**src/rtl/bus_decoder_if.sv**
```systemverilog
// Pipelined Wishbone bundle shared by the CPU-side port and each device port.
// The master drives the request fields; the slave returns ack, stall and read data.
interface if_wb;
  logic        cyc;
  logic        stb;
  logic        we;
  logic [31:0] adr;
  logic [3:0]  sel;
  logic [31:0] dat_w;
  logic [31:0] dat_r;
  logic        ack;
  logic        stall;

  modport master (output cyc, stb, we, adr, sel, dat_w,
                  input  dat_r, ack, stall);
  modport slave  (input  cyc, stb, we, adr, sel, dat_w,
                  output dat_r, ack, stall);
endinterface

```
**src/rtl/bus_decoder.sv**
```systemverilog
// Pipelined Wishbone address decoder: one CPU master port fanned out to four devices,
// in-order responses tracked by a target-ID FIFO, and an internal responder for unmapped space.
module bus_decoder #(
  parameter int          DEPTH         = 4,
  parameter logic [3:0]  BASE0         = 4'h0,
  parameter logic [3:0]  BASE1         = 4'h2,
  parameter logic [3:0]  BASE2         = 4'h3,
  parameter logic [3:0]  BASE3         = 4'h8,
  parameter logic [31:0] UNMAPPED_DATA = 32'hDEADBEEF
) (
  input logic   clk_i,
  input logic   rst_i,
  if_wb.slave   cpu_bus,
  if_wb.master  dev0,
  if_wb.master  dev1,
  if_wb.master  dev2,
  if_wb.master  dev3
);

  localparam int PW = (DEPTH > 1) ? $clog2(DEPTH) : 1;
  localparam int CW = $clog2(DEPTH + 1);

  logic [PW-1:0] wr_ptr;
  logic [PW-1:0] rd_ptr;
  logic [CW-1:0] count;
  logic [2:0]    id_q [DEPTH];

  logic [2:0]  tgt;
  logic [2:0]  head;
  logic        busy;
  logic        full;
  logic        stall_int;
  logic        dev_stall_sel;
  logic        head_ack;
  logic        accept;
  logic        pop;
  logic [3:0]  dev_stall;
  logic [3:0]  dev_ack;
  logic [3:0]  dev_stb;
  logic [3:0]  dev_cyc;
  logic [31:0] dev_dat [4];

  assign dev_stall  = {dev3.stall, dev2.stall, dev1.stall, dev0.stall};
  assign dev_ack    = {dev3.ack, dev2.ack, dev1.ack, dev0.ack};
  assign dev_dat[0] = dev0.dat_r;
  assign dev_dat[1] = dev1.dat_r;
  assign dev_dat[2] = dev2.dat_r;
  assign dev_dat[3] = dev3.dat_r;

  // Lowest-numbered region wins when bases collide; 4 means no device owns the address.
  always_comb begin
    tgt = 3'd4;
    if      (cpu_bus.adr[31:28] == BASE0) tgt = 3'd0;
    else if (cpu_bus.adr[31:28] == BASE1) tgt = 3'd1;
    else if (cpu_bus.adr[31:28] == BASE2) tgt = 3'd2;
    else if (cpu_bus.adr[31:28] == BASE3) tgt = 3'd3;
  end

  assign head          = id_q[rd_ptr];
  assign busy          = (count != '0);
  assign full          = (count == CW'(DEPTH));
  assign stall_int     = full | (busy & (head != tgt));
  assign dev_stall_sel = tgt[2] ? 1'b0 : dev_stall[tgt[1:0]];

  // Every output is forced idle while reset is held, independent of the clock.
  always_comb begin
    for (int k = 0; k < 4; k++) begin
      dev_stb[k] = rst_i & cpu_bus.cyc & cpu_bus.stb & (tgt == 3'(k)) & ~stall_int;
      dev_cyc[k] = rst_i & cpu_bus.cyc & ((tgt == 3'(k)) | (busy & (head == 3'(k))));
    end
  end

  assign head_ack      = head[2] ? 1'b1 : dev_ack[head[1:0]];
  assign cpu_bus.ack   = rst_i & cpu_bus.cyc & busy & head_ack;
  assign cpu_bus.stall = rst_i & (stall_int | dev_stall_sel);
  assign cpu_bus.dat_r = !cpu_bus.ack ? 32'h0
                       : (head[2] ? UNMAPPED_DATA : dev_dat[head[1:0]]);

  assign accept = rst_i & cpu_bus.cyc & cpu_bus.stb & ~cpu_bus.stall;
  assign pop    = cpu_bus.ack;

  assign dev0.cyc   = dev_cyc[0];
  assign dev0.stb   = dev_stb[0];
  assign dev0.we    = cpu_bus.we;
  assign dev0.adr   = cpu_bus.adr;
  assign dev0.sel   = cpu_bus.sel;
  assign dev0.dat_w = cpu_bus.dat_w;

  assign dev1.cyc   = dev_cyc[1];
  assign dev1.stb   = dev_stb[1];
  assign dev1.we    = cpu_bus.we;
  assign dev1.adr   = cpu_bus.adr;
  assign dev1.sel   = cpu_bus.sel;
  assign dev1.dat_w = cpu_bus.dat_w;

  assign dev2.cyc   = dev_cyc[2];
  assign dev2.stb   = dev_stb[2];
  assign dev2.we    = cpu_bus.we;
  assign dev2.adr   = cpu_bus.adr;
  assign dev2.sel   = cpu_bus.sel;
  assign dev2.dat_w = cpu_bus.dat_w;

  assign dev3.cyc   = dev_cyc[3];
  assign dev3.stb   = dev_stb[3];
  assign dev3.we    = cpu_bus.we;
  assign dev3.adr   = cpu_bus.adr;
  assign dev3.sel   = cpu_bus.sel;
  assign dev3.dat_w = cpu_bus.dat_w;

  // Dropping cyc abandons everything in flight; late device acks then find an empty queue.
  always_ff @(posedge clk_i or negedge rst_i) begin
    if (!rst_i) begin
      wr_ptr <= '0;
      rd_ptr <= '0;
      count  <= '0;
    end else if (!cpu_bus.cyc) begin
      wr_ptr <= '0;
      rd_ptr <= '0;
      count  <= '0;
    end else begin
      if (accept) wr_ptr <= wr_ptr + PW'(1);
      if (pop)    rd_ptr <= rd_ptr + PW'(1);
      case ({accept, pop})
        2'b10:   count <= count + CW'(1);
        2'b01:   count <= count - CW'(1);
        default: count <= count;
      endcase
    end
  end

  always_ff @(posedge clk_i) begin
    if (accept) id_q[wr_ptr] <= tgt;
  end

endmodule

```
**src/flat_wrapper.sv**
```systemverilog
// flat-port wrapper written by rule: the top's interface ports become plain ports
module bus_decoder_flat 
#(
  parameter int          DEPTH         = 4,
  parameter logic [3:0]  BASE0         = 4'h0,
  parameter logic [3:0]  BASE1         = 4'h2,
  parameter logic [3:0]  BASE2         = 4'h3,
  parameter logic [3:0]  BASE3         = 4'h8,
  parameter logic [31:0] UNMAPPED_DATA = 32'hDEADBEEF
)
  (clk_i, rst_i, cpu_bus_cyc, cpu_bus_stb, cpu_bus_we, cpu_bus_adr, cpu_bus_sel, cpu_bus_dat_w, cpu_bus_dat_r, cpu_bus_ack, cpu_bus_stall, dev0_cyc, dev0_stb, dev0_we, dev0_adr, dev0_sel, dev0_dat_w, dev0_dat_r, dev0_ack, dev0_stall, dev1_cyc, dev1_stb, dev1_we, dev1_adr, dev1_sel, dev1_dat_w, dev1_dat_r, dev1_ack, dev1_stall, dev2_cyc, dev2_stb, dev2_we, dev2_adr, dev2_sel, dev2_dat_w, dev2_dat_r, dev2_ack, dev2_stall, dev3_cyc, dev3_stb, dev3_we, dev3_adr, dev3_sel, dev3_dat_w, dev3_dat_r, dev3_ack, dev3_stall);
  if_wb cpu_bus_i ();
  if_wb dev0_i ();
  if_wb dev1_i ();
  if_wb dev2_i ();
  if_wb dev3_i ();
  input logic clk_i;
  input logic rst_i;
  input wire logic [$bits(cpu_bus_i.cyc)-1:0] cpu_bus_cyc;
  input wire logic [$bits(cpu_bus_i.stb)-1:0] cpu_bus_stb;
  input wire logic [$bits(cpu_bus_i.we)-1:0] cpu_bus_we;
  input wire logic [$bits(cpu_bus_i.adr)-1:0] cpu_bus_adr;
  input wire logic [$bits(cpu_bus_i.sel)-1:0] cpu_bus_sel;
  input wire logic [$bits(cpu_bus_i.dat_w)-1:0] cpu_bus_dat_w;
  output wire logic [$bits(cpu_bus_i.dat_r)-1:0] cpu_bus_dat_r;
  output wire logic [$bits(cpu_bus_i.ack)-1:0] cpu_bus_ack;
  output wire logic [$bits(cpu_bus_i.stall)-1:0] cpu_bus_stall;
  output wire logic [$bits(dev0_i.cyc)-1:0] dev0_cyc;
  output wire logic [$bits(dev0_i.stb)-1:0] dev0_stb;
  output wire logic [$bits(dev0_i.we)-1:0] dev0_we;
  output wire logic [$bits(dev0_i.adr)-1:0] dev0_adr;
  output wire logic [$bits(dev0_i.sel)-1:0] dev0_sel;
  output wire logic [$bits(dev0_i.dat_w)-1:0] dev0_dat_w;
  input wire logic [$bits(dev0_i.dat_r)-1:0] dev0_dat_r;
  input wire logic [$bits(dev0_i.ack)-1:0] dev0_ack;
  input wire logic [$bits(dev0_i.stall)-1:0] dev0_stall;
  output wire logic [$bits(dev1_i.cyc)-1:0] dev1_cyc;
  output wire logic [$bits(dev1_i.stb)-1:0] dev1_stb;
  output wire logic [$bits(dev1_i.we)-1:0] dev1_we;
  output wire logic [$bits(dev1_i.adr)-1:0] dev1_adr;
  output wire logic [$bits(dev1_i.sel)-1:0] dev1_sel;
  output wire logic [$bits(dev1_i.dat_w)-1:0] dev1_dat_w;
  input wire logic [$bits(dev1_i.dat_r)-1:0] dev1_dat_r;
  input wire logic [$bits(dev1_i.ack)-1:0] dev1_ack;
  input wire logic [$bits(dev1_i.stall)-1:0] dev1_stall;
  output wire logic [$bits(dev2_i.cyc)-1:0] dev2_cyc;
  output wire logic [$bits(dev2_i.stb)-1:0] dev2_stb;
  output wire logic [$bits(dev2_i.we)-1:0] dev2_we;
  output wire logic [$bits(dev2_i.adr)-1:0] dev2_adr;
  output wire logic [$bits(dev2_i.sel)-1:0] dev2_sel;
  output wire logic [$bits(dev2_i.dat_w)-1:0] dev2_dat_w;
  input wire logic [$bits(dev2_i.dat_r)-1:0] dev2_dat_r;
  input wire logic [$bits(dev2_i.ack)-1:0] dev2_ack;
  input wire logic [$bits(dev2_i.stall)-1:0] dev2_stall;
  output wire logic [$bits(dev3_i.cyc)-1:0] dev3_cyc;
  output wire logic [$bits(dev3_i.stb)-1:0] dev3_stb;
  output wire logic [$bits(dev3_i.we)-1:0] dev3_we;
  output wire logic [$bits(dev3_i.adr)-1:0] dev3_adr;
  output wire logic [$bits(dev3_i.sel)-1:0] dev3_sel;
  output wire logic [$bits(dev3_i.dat_w)-1:0] dev3_dat_w;
  input wire logic [$bits(dev3_i.dat_r)-1:0] dev3_dat_r;
  input wire logic [$bits(dev3_i.ack)-1:0] dev3_ack;
  input wire logic [$bits(dev3_i.stall)-1:0] dev3_stall;
  assign cpu_bus_i.cyc = cpu_bus_cyc;
  assign cpu_bus_i.stb = cpu_bus_stb;
  assign cpu_bus_i.we = cpu_bus_we;
  assign cpu_bus_i.adr = cpu_bus_adr;
  assign cpu_bus_i.sel = cpu_bus_sel;
  assign cpu_bus_i.dat_w = cpu_bus_dat_w;
  assign cpu_bus_dat_r = cpu_bus_i.dat_r;
  assign cpu_bus_ack = cpu_bus_i.ack;
  assign cpu_bus_stall = cpu_bus_i.stall;
  assign dev0_cyc = dev0_i.cyc;
  assign dev0_stb = dev0_i.stb;
  assign dev0_we = dev0_i.we;
  assign dev0_adr = dev0_i.adr;
  assign dev0_sel = dev0_i.sel;
  assign dev0_dat_w = dev0_i.dat_w;
  assign dev0_i.dat_r = dev0_dat_r;
  assign dev0_i.ack = dev0_ack;
  assign dev0_i.stall = dev0_stall;
  assign dev1_cyc = dev1_i.cyc;
  assign dev1_stb = dev1_i.stb;
  assign dev1_we = dev1_i.we;
  assign dev1_adr = dev1_i.adr;
  assign dev1_sel = dev1_i.sel;
  assign dev1_dat_w = dev1_i.dat_w;
  assign dev1_i.dat_r = dev1_dat_r;
  assign dev1_i.ack = dev1_ack;
  assign dev1_i.stall = dev1_stall;
  assign dev2_cyc = dev2_i.cyc;
  assign dev2_stb = dev2_i.stb;
  assign dev2_we = dev2_i.we;
  assign dev2_adr = dev2_i.adr;
  assign dev2_sel = dev2_i.sel;
  assign dev2_dat_w = dev2_i.dat_w;
  assign dev2_i.dat_r = dev2_dat_r;
  assign dev2_i.ack = dev2_ack;
  assign dev2_i.stall = dev2_stall;
  assign dev3_cyc = dev3_i.cyc;
  assign dev3_stb = dev3_i.stb;
  assign dev3_we = dev3_i.we;
  assign dev3_adr = dev3_i.adr;
  assign dev3_sel = dev3_i.sel;
  assign dev3_dat_w = dev3_i.dat_w;
  assign dev3_i.dat_r = dev3_dat_r;
  assign dev3_i.ack = dev3_ack;
  assign dev3_i.stall = dev3_stall;
  bus_decoder #(.DEPTH(DEPTH), .BASE0(BASE0), .BASE1(BASE1), .BASE2(BASE2), .BASE3(BASE3), .UNMAPPED_DATA(UNMAPPED_DATA)) u_core (.clk_i(clk_i), .rst_i(rst_i), .cpu_bus(cpu_bus_i), .dev0(dev0_i), .dev1(dev1_i), .dev2(dev2_i), .dev3(dev3_i));
endmodule
```
**config.mk**
```make
export PLATFORM = sky130hd
export DESIGN_NAME = bus_decoder_flat
export DESIGN_NICKNAME = d
export VERILOG_FILES = /design/src/rtl/bus_decoder_if.sv /design/src/rtl/bus_decoder.sv /design/src/flat_wrapper.sv
export SDC_FILE = /design/constraint.sdc
export NUM_CORES = 1
export LEC_CHECK = 0
export BUFFER_PORTS_ARGS = -buffer_cell sky130_fd_sc_hd__clkbuf_2
export CORE_AREA = 2 2 207 209
export CTS_BUF_LIST = sky130_fd_sc_hd__clkbuf_2 sky130_fd_sc_hd__clkbuf_4 sky130_fd_sc_hd__clkbuf_8
export DETAILED_ROUTE_END_ITERATION = 10
export DIE_AREA = 0 0 209 211
export PLACE_DENSITY = 0.42
export SETUP_SLACK_MARGIN = 0.15
export SLEW_MARGIN = 40
export SYNTH_ARGS = -nofsm -noshare
export SYNTH_HDL_FRONTEND = slang
export SYNTH_SLANG_ARGS = --single-unit
```
**constraint.sdc**
```tcl
create_clock -name clk_i -period 2.95 [get_ports clk_i]
set_clock_uncertainty 0.15 [all_clocks]
set_input_delay 0.59 -clock clk_i [delete_from_list [all_inputs] [get_ports clk_i]]
set_output_delay 0.59 -clock clk_i [all_outputs]
set_load 0.01 [all_outputs]
```
==> Yosys cells after proc, flatten, opt, wreduce, memory -nomap -nowiden <==
Memory sizes are Yosys's and may differ from the RTL's.
Index checks and enable logic that the tools add are counted.
{ "totals": {"register_bits": 7, "ram_bits": 12, "input_bits": 209, "n_memories": 1} }
{ "classes": {"addsub": 4, "magnitude_cmp": 3, "n_eq_ne": 16, "muxes": 23, "bitwise_logic": 32, "n_reduce_logical": 4} }
{ "memory_table": {"columns": ["memory", "depth", "word_bits", "rd", "rd_ports_with_merged_regs", "wr", "line_no", "text"], "rows": [
  ["u_core.id_q", 4, 3, 1, 0, 1, "bus_decoder.sv:26", "logic [2:0] id_q [DEPTH];"]
]} }
{ "op_table": {"columns": ["operator", "n"], "rows": [
  ["32-bit two-way mux", 4],
  ["32-bit binary-select mux with 2-bit select", 1],
  ["1-bit AND", 23],
  ["3-bit two-way mux", 5],
  ["3-bit by 2-bit == test with 1-bit output, second input constant", 4],
  ["4-bit by 2-bit == test with 1-bit output, second input constant", 2],
  ["2-bit two-way mux", 4],
  ["3-bit by 1-bit == test with 1-bit output, second input constant", 2],
  ["3-bit logical NOT", 2],
  ["2-bit by 3-bit < comparator with 1-bit output, second input constant", 2],
  ["1-bit two-way mux", 6],
  ["1-bit bitwise OR", 6],
  ["3-bit one-hot mux with 2 select lines", 1],
  ["2-bit by 1-bit adder with 2-bit output, second input constant", 2],
  ["1-bit binary-select mux with 2-bit select", 2],
  ["4-bit == test, second input constant", 1],
  ["4-bit logical NOT", 1],
  ["2-bit by 1-bit inequality test with 1-bit output, second input constant", 2],
  ["3-bit by 1-bit adder with 3-bit output, second input constant", 1],
  ["3-bit == test, second input constant", 1],
  ["3-bit greater-or-equal comparator, second input constant", 1],
  ["3-bit by 1-bit inequality test with 1-bit output, second input constant", 1],
  ["3-bit inequality test", 1],
  ["2-bit inverter with 3-bit output", 1],
  ["other kinds (5)", 6]
]} }

==> Logic depth before layout (Yosys ltp) <==
Gate-level depths: netlist of run 1.
{ "depth": {"word_depth": 15, "mapped_depth": 12, "ltp_nobuf": 10} }

==> Worst setup path after synthesis of run 1 <==
No wires, ideal clock.
{ "synth_timing": {"path_kind": "in2reg", "startpoint": "input port cpu_bus_adr[28]", "endpoint": "register u_core.count[2]", "arrival_ns": 2.984, "t_required_ns": 2.721, "path_slack_ns": -0.264, "path_stages": 11, "n_path_buf": 1, "cell_sequence": "clkbuf_1 -> or3b_1 -> a21oi_1 -> nor3_2 -> o221ai_2 -> nor2_4 -> nor2_1 -> fa_1 -> or4b_4 -> o31ai_2 -> mux2i_1"} }
{ "synth_via": {"elab_chain_len": 15, "word_cells_on_any_way": 23, "classes_between": "7 x eq/ne; 9 x mux; 6 x bitwise; 1 x reduce/logical"} }
{ "synth_lines": {"columns": ["element", "line_no", "text"], "rows": [
  ["start, declared", "flat_wrapper.sv:22", "input wire logic [$bits(cpu_bus_i.adr)-1:0] cpu_bus_adr;"],
  ["4-bit == test", "bus_decoder.sv:56", "else if (cpu_bus.adr[31:28] == BASE3) tgt = 3'd3;"],
  ["3-bit two-way mux", "bus_decoder.sv:56", null],
  ["3-bit two-way mux", "bus_decoder.sv:55", "else if (cpu_bus.adr[31:28] == BASE2) tgt = 3'd2;"],
  ["3-bit two-way mux", "bus_decoder.sv:54", "else if (cpu_bus.adr[31:28] == BASE1) tgt = 3'd1;"],
  ["3-bit two-way mux (*)", "bus_decoder.sv:53", "if (cpu_bus.adr[31:28] == BASE0) tgt = 3'd0;"],
  ["via u_core.tgt[1]", "bus_decoder.sv:28", "logic [2:0] tgt;"],
  ["1-bit binary-select mux with 2-bit select or 3-bit inequality test (tied branches)", "bus_decoder.sv:63, bus_decoder.sv:62", null],
  ["1-bit two-way mux (implied by the code) or 1-bit AND (tied branches)", "bus_decoder.sv:63, bus_decoder.sv:62", null],
  ["1-bit two-way mux or 1-bit bitwise OR (tied branches)", "bus_decoder.sv:63, bus_decoder.sv:62", null],
  ["1-bit bitwise OR (*)", "bus_decoder.sv:75", "assign cpu_bus.stall = rst_i & (stall_int | dev_stall_sel);"],
  ["1-bit AND (*)", "bus_decoder.sv:75", null],
  ["1-bit inverter (*)", "bus_decoder.sv:79", "assign accept = rst_i & cpu_bus.cyc & cpu_bus.stb & ~cpu_bus.stall;"],
  ["1-bit AND (*)", "bus_decoder.sv:79", null],
  ["2-bit by 1-bit == test with 1-bit output or 2-bit == test (tied branches)", "bus_decoder.sv:123", "case ({accept, pop})"],
  ["3-bit one-hot mux with 2 select lines", "bus_decoder.sv:123", null],
  ["3-bit two-way mux", "bus_decoder.sv:116", "end else if (!cpu_bus.cyc) begin"],
  ["end signal, assigned", "bus_decoder.sv:124", "2'b10: count <= count + CW'(1);"],
  ["end signal, assigned", "bus_decoder.sv:125", "2'b01: count <= count - CW'(1);"],
  ["end signal, assigned", "bus_decoder.sv:126", "default: count <= count;"],
  ["end, declared", "bus_decoder.sv:25", "logic [CW-1:0] count;"]
]} }
Mark *: on every way through the listed nets, which the timed path passes. The rest lies on a longest branch. The select of a mux whose other input is x is not followed.
A chain may end at the register's enable or synchronous reset.

==> Final worst setup path of run 1 <==
{ "layout_timing": {"startpoint": "register u_core.rd_ptr[1]", "endpoint": "output port cpu_bus_dat_r[29]"} }
{ "layout_via": {"elab_chain_len": 7, "word_cells_on_any_way": 11, "classes_between": "8 x mux; 2 x bitwise; 1 x memory"} }
{ "layout_lines": {"columns": ["element", "line_no", "text"], "rows": [
  ["start, declared", "bus_decoder.sv:24", "logic [PW-1:0] rd_ptr;"],
  ["start signal, assigned", "bus_decoder.sv:122", "if (pop) rd_ptr <= rd_ptr + PW'(1);"],
  ["memory 4 x 3 bit (*)", null, null],
  ["2-bit inverter with 3-bit output (implied by the code)", "bus_decoder.sv:77", ": (head[2] ? UNMAPPED_DATA : dev_dat[head[1:0]]);"],
  ["32-bit binary-select mux with 2-bit select", "bus_decoder.sv:77", null],
  ["32-bit two-way mux (implied by the code) (2 in a row)", "bus_decoder.sv:77", null],
  ["32-bit two-way mux", "bus_decoder.sv:77", null],
  ["32-bit two-way mux (*)", "bus_decoder.sv:76", "assign cpu_bus.dat_r = !cpu_bus.ack ? 32'h0"],
  ["end, declared", "flat_wrapper.sv:25", "output wire logic [$bits(cpu_bus_i.dat_r)-1:0] cpu_bus_dat_r;"]
]} }
Mark *: on every way between the ends. The rest lies on a longest branch, timed or not. The select of a mux whose other input is x is not followed.

==> flow_summary.ini, run 1 <==
[run_status]
run_status = finished, violations left
violations = negative setup slack

[cts]
clk_latency_ps = 250
cts_tree = built
cts_max_path_buffers = 2
cts_buffers = 3
cts-root-buf = clkbuf_8
cts_sinks = 19
h-tree-depth = 1
clkTransAtPathRegs_ps = 70

[die]
rows = 75
die_w_um = 209
io_pins = 527
chipHeight_um = 211
start_util_pct = 10.9
fp.dieArea_mm2 = 0.0441
core_area_mm2 = 0.0418

[synth]
avgSynthCellArea_um2 = 7.19
synth_cells = 636
syn_area_mm2 = 0.00457
synth_seq_cells = 19
ys.warnings.count = 0
synthFlopType = edfxtp_1
synth_cell_types = 46
seq_area_frac_synth_pct = 11.7
synth-edff-count = 12
postSynth.asyncResetShare_pct = 36.8
syn-num-nets = 850

[global_route]
grt_usage_pct = 7.79
grt_pass1_wl_um = 25500
overflow = 0
grt_pass1_vias = 3733
grt_max_degree = 37
antenna_found_initial = 1

[layout]
final_nets = 817
fin_cells = 1141
area_growth_pct = 17.4
stdcell_area_mm2 = 0.00537
layout_commonest_cell = clkbuf_2
final_cell_mix = 162 x clkbuf_2, 102 x nand2_1, 44 x nand3_1, 44 x buf_4, 29 x buf_6
final_layout_size_suffix_gt1_share_pct = 59.1
diodes = 0

[power_and_ir_drop]
peakVddDrop_mv = 0.173
p_leak_nw = 2.37
power.density_mw_per_mm2 = 451
power_w = 0.00242

[setup_path]
endpoint_kind = output pin
rr_worst_depth = 13
critPathArrivalTime_ps = 2380
timing.critical_path.buf_inv = 5
worst-r2r-setup-slack_ps = -140
worstSetupStartpointType = flip-flop
criticalPathCategory = reg2out
critPathMaxFanout = 8
worstPathRequired_ps = 2210
cp_cell_sequence = buf_6 > mux4_2 > buf_6 > buf_6 > nor2_2 > a211oi_2 > nand2_4 > inv_4 > nand2b_4 > nor2b_1 > buf_2
slowest_delay_ps = 460
path_common_cell = buf_6
r2r-start = u_core.rd_ptr[1]
critical_path.top_delay_family = buffers and inverters
critPathSlowestCell = dfrtp_2
r2r_end = u_core.count[2]

[sta]
maxSlewViolCount = 0
worst_pin_slew_ps = 454
clock.fmax_mhz = 320
period_needed_ps = 3120
rsz0062_at_grt = true
relSlewSlack_pct = 69.6
min_period_over_period_pct = 106
finalHoldViolations = 0
fin_ws_ps = -172
setup_viol = 41

[route]
viasPerCell = 3.25
antenna_left = 0
drt_iter0_markers = 195
wire_per_inst_um = 16.3
firstDrtPassIters = 4
wl_um = 18600
drc = 0
num_vias = 3708

[hold_path]
holdCritPathClass = in2async

[place]
dp_cells = 1115
detailed_place_hpwl_um = 15000
postPlaceCellArea_mm2 = 0.00459
place.gp.congestion = 0.753
port-buffer-count = 201
post-place-ws_ps = -233

[job]
max_cap_viol_count = 0
[kinds of logic (layout without fill, tap and decap cells)]
| group | after synthesis | in the layout | share of synthesized area [%] |
|---|---|---|---|
| flops | 19 | 19 | 11.7 |
| xor+xnor | 5 | 5 | 0.958 |
| fa+ha+maj | 5 | 5 | 1.53 |
| simple gates | 230 | 230 | 22.8 |
| mux | 24 | 24 | 8.43 |
| buf+inv | 311 | 277 | 48.8 |
| compound gates | 42 | 42 | 5.78 |
[Yosys cell counts (all sizes together), types with 7 or more instances]
cell    count  share of area, %
nor3        7              0.88
buf       281                46
mux4       11               5.4
mux2i      10               2.2
a21oi      26               2.8
clkbuf     24               2.0
and2        8               1.1
dfrtp       7               3.8
nand3      48               5.3
nand2     104               8.6
nor2       38               3.3
edfxtp     12               7.9
nor2b      12               1.6
[how the worst max path moves through the flow]
stage | start | end | slack (ps) | cells past startpoint
after floorplan | u_core.rd_ptr[0] | u_core.count[2] | -30 | 12
after global placement | u_core.rd_ptr[0] | u_core.count[2] | -130 | 10
after detailed placement | u_core.rd_ptr[0] | u_core.count[2] | -230 | 10
after CTS | u_core.rd_ptr[0] | cpu_bus_dat_r[29] | -180 | 8
after global routing | u_core.rd_ptr[1] | cpu_bus_dat_r[29] | -280 | 11
final | u_core.rd_ptr[1] | cpu_bus_dat_r[29] | -170 | 11
[repair_timing]
| item | in CTS | in global routing |
|---|---|---|
| hold buffers | 0 | 0 |
| setup buffers | 12 | 6 |
| endpoints found under the setup margin | 49 | 57 |
| gates resized for setup | 53 | 80 |
| cloned | 4 | 0 |
| pin swaps | 25 | 12 |
| hold endpoints to repair | 0 | 0 |
[worst register-to-register path, cell delays in order, from the launching register on]
cell and delay (ps):
dfrtp_2 460, buf_6 150, mux4_2 300, buf_6 130, buf_6 100, nor2_2 30, a211oi_2 290, nand2_4 140
buf_4 170, nor2_4 110, fa_2 200, or4b_4 460, o31ai_2 80, mux2i_1 230
[layout make-up]
| type | count | area [µm²] |
|---|---|---|
| clock buffer | 4 | 48.8 |
| inverter | 6 | 25.0 |
| tap | 539 | 674 |
| multi-input combinational | 306 | 2200 |
| sequential | 19 | 538 |
| timing repair buffer | 267 | 1880 |
| fill | 4788 | 36400 |
[stage by stage]
stage	util, %	hold WS, ps	setup TNS [ps]
floorplan	-	144	-34.0
global placement	11.0	320	-1110
detailed placement	11.0	357	-3210
CTS	12.2	114	-5320
global route	12.9	121	-9250
finish	12.9	113	-5070
[sequential cells by signal (all words and copies together), names as in the netlist]
signal         count
u_core.rd_ptr      2
u_core.id_q       12
u_core.count       3
u_core.wr_ptr      2
[per-layer routing]
layer / vias up / share of wire [%] / track usage (%)
met5: - / 0.070 / 0.334
met4: 2 / 3.9 / 2.93
met3: 54 / 12 / 3.40
met2: 303 / 48 / 13.1
met1: 1622 / 36 / 8.66
li1: 1727 / - / -
[report_power, final]
group | switching [W] | leakage [nW] | internal, W
clock | 0.0000787 | 0.0262 | 0.000105
sequential | 0.0000216 | 0.202 | 0.000311
combinational | 0.00100 | 2.15 | 0.000903
(Power assumes the default switching activity.)
==> run 2, diff against run 1 <==
CTS_BUF_LIST = default   (was sky130_fd_sc_hd__clkbuf_2 sky130_fd_sc_hd__clkbuf_4 sky130_fd_sc_hd__clkbuf_8)
==> run 2 against run 1 <==
The flow still finishes with violations (negative setup slack). Clock power grew 46%. Register-to-register slack is essentially flat. Highest routed layer unchanged. First-iteration DRC count shrank 6.7%. Global-route usage is essentially flat. Sequential power is essentially flat. Combinational power is essentially flat. Final area is essentially flat.
==> flow_summary.ini, run 2 (synthesis results as in run 1) <==
[die]
die_w_um = 209
fp.dieArea_mm2 = 0.0441
chipHeight_um = 211
rows = 75
core_area_mm2 = 0.0418
io_pins = 527
start_util_pct = 10.9

[route]
drt_iter0_markers = 182
firstDrtPassIters = 4
viasPerCell = 3.26
wl_um = 18600
antenna_left = 0
drc = 0
wire_per_inst_um = 16.3
num_vias = 3716

[global_route]
met2_usage_pct = 13.2
grt_usage_pct = 7.78
antenna_found_initial = 1
grt_pass1_wl_um = 25500
overflow = 0
use_met3_pct = 3.40
grt_max_degree = 37
grt_busiest_layer = met2
grt_pass1_vias = 3733
grt_use_met1_pct = 8.62

[layout]
largest_reg_flops = 12
reg_top3 = u_core.id_q (12), u_core.count (3)
layout_commonest_cell = clkbuf_2
top_register = u_core.id_q
diodes = 0
fin_cells = 1139
final_nets = 815
fillers = 4781
area_growth_pct = 17.5
final_cell_mix = 163 x clkbuf_2, 102 x nand2_1, 44 x nand3_1
final_layout_size_suffix_gt1_share_pct = 58.8

[cts]
h-tree-depth = 1
cts_buffers = 3
cts_max_path_buffers = 2
cts_tree = built
clkTransAtPathRegs_ps = 50
clk_latency_ps = 240
cts_hold_buf = 0
cts_sinks = 19
cts-root-buf = clkbuf_16

[place]
dp_cells = 1115
port-buffer-count = 201
post-place-ws_ps = -233
detailed_place_hpwl_um = 15000
place.gp.congestion = 0.753

[hold_path]
holdCritPathClass = in2async

[sta]
maxSlewViolCount = 0
rsz0062_at_grt = true
relSlewSlack_pct = 68.6
fin_ws_ps = -163
finalHoldViolations = 0
worst_pin_slew_ps = 470
clock.fmax_mhz = 321
min_period_over_period_pct = 106
whs_ps = 124
period_needed_ps = 3110
setup_viol = 39
setup-tns-final_ps = -4470

[setup_path]
cp_cell_sequence = mux4_2 > o31a_1 > a311oi_4 > o22ai_2 > nor2b_2 > and3_1 > clkbuf_2
cp-startpoint = u_core.rd_ptr[0]
worstSetupStartpointType = flip-flop
slowest_delay_ps = 590
critPathSlowestCell = mux4_2
endpoint_kind = output pin
r2r-start = u_core.rd_ptr[1]
critPathMaxFanout = 4
criticalPathCategory = reg2out
critPathArrivalTime_ps = 2370
worstPathRequired_ps = 2210

[power_and_ir_drop]
peakVddDrop_mv = 0.202
p_leak_nw = 2.37
power_w = 0.00249
power.density_mw_per_mm2 = 464

[run_status]
run_status = finished, violations left
violations = negative setup slack

[job]
max_cap_viol_count = 0
## run 2: cell type report
class | instances | area (µm²) | share of cell area, %
Sequential cell | 19 | 538 | 10.0
Inverter | 6 | 25.0 | 0.466
Tap cell | 539 | 674 | 12.6
Clock buffer | 4 | 78.8 | 1.47
Timing Repair Buffer | 265 | 1850 | 34.5
Multi-Input combinational cell | 306 | 2200 | 41.0
## run 2: worst max-delay path, delay by kind of cell (launching register included)
family / cells / cell delay [ps]
AOI/OAI and AO/OA: 3 / 640
muxes: 1 / 590
DFF: 1 / 410
and+or+nand+nor: 2 / 340
buffers and inverters: 1 / 140
## run 2: power by group
group	total (W)	leakage [nW]	internal [W]	switching [W]
clock network	0.000269	0.0382	0.000183	0.0000862
registers	0.000332	0.202	0.000312	0.0000204
logic	0.00189	2.13	0.000892	0.00100
total	0.00249	2.37	0.00139	0.00111
## run 2: final timing paths
kind / to / slack, ps / depth (start not counted)
setup reg to reg: u_core.count[2] / -130 / 13
setup / recovery: dev3_stb / -160 / 7
hold / removal: u_core.count[1] / 120 / 2
min in group clk_i: u_core.count[2] / 370 / 1
max in group asynchronous: u_core.rd_ptr[0] / 2370 / 2
hold reg to reg: u_core.count[2] / 370 / 1
## run 2: repair_timing
item                                   CTS  global route
pin swaps                               24            11
endpoints found under the hold margin    0             0
buffers inserted                        12             4
setup endpoints to repair               50            57
gates cloned                             4             0
resized for setup                       53            79
## run 2: metrics by stage
step,utilization (%),instance area (µm²)
6_report,12.9,5370
5_1_grt,12.9,5370
4_1_cts,12.3,5140
3_5_place_dp,11.0,4590
3_3_place_gp,11.0,4590
2_1_floorplan,-,4760
## run 2: per-layer routing
metal / part of all wire (%) / vias to the layer above / wire length (µm)
li1: - / 1723 / -
met1: 36 / 1654 / 6770
met2: 48 / 283 / 8890
met3: 12 / 54 / 2200
met4: 3.9 / 2 / 720
met5: 0.070 / - / 13
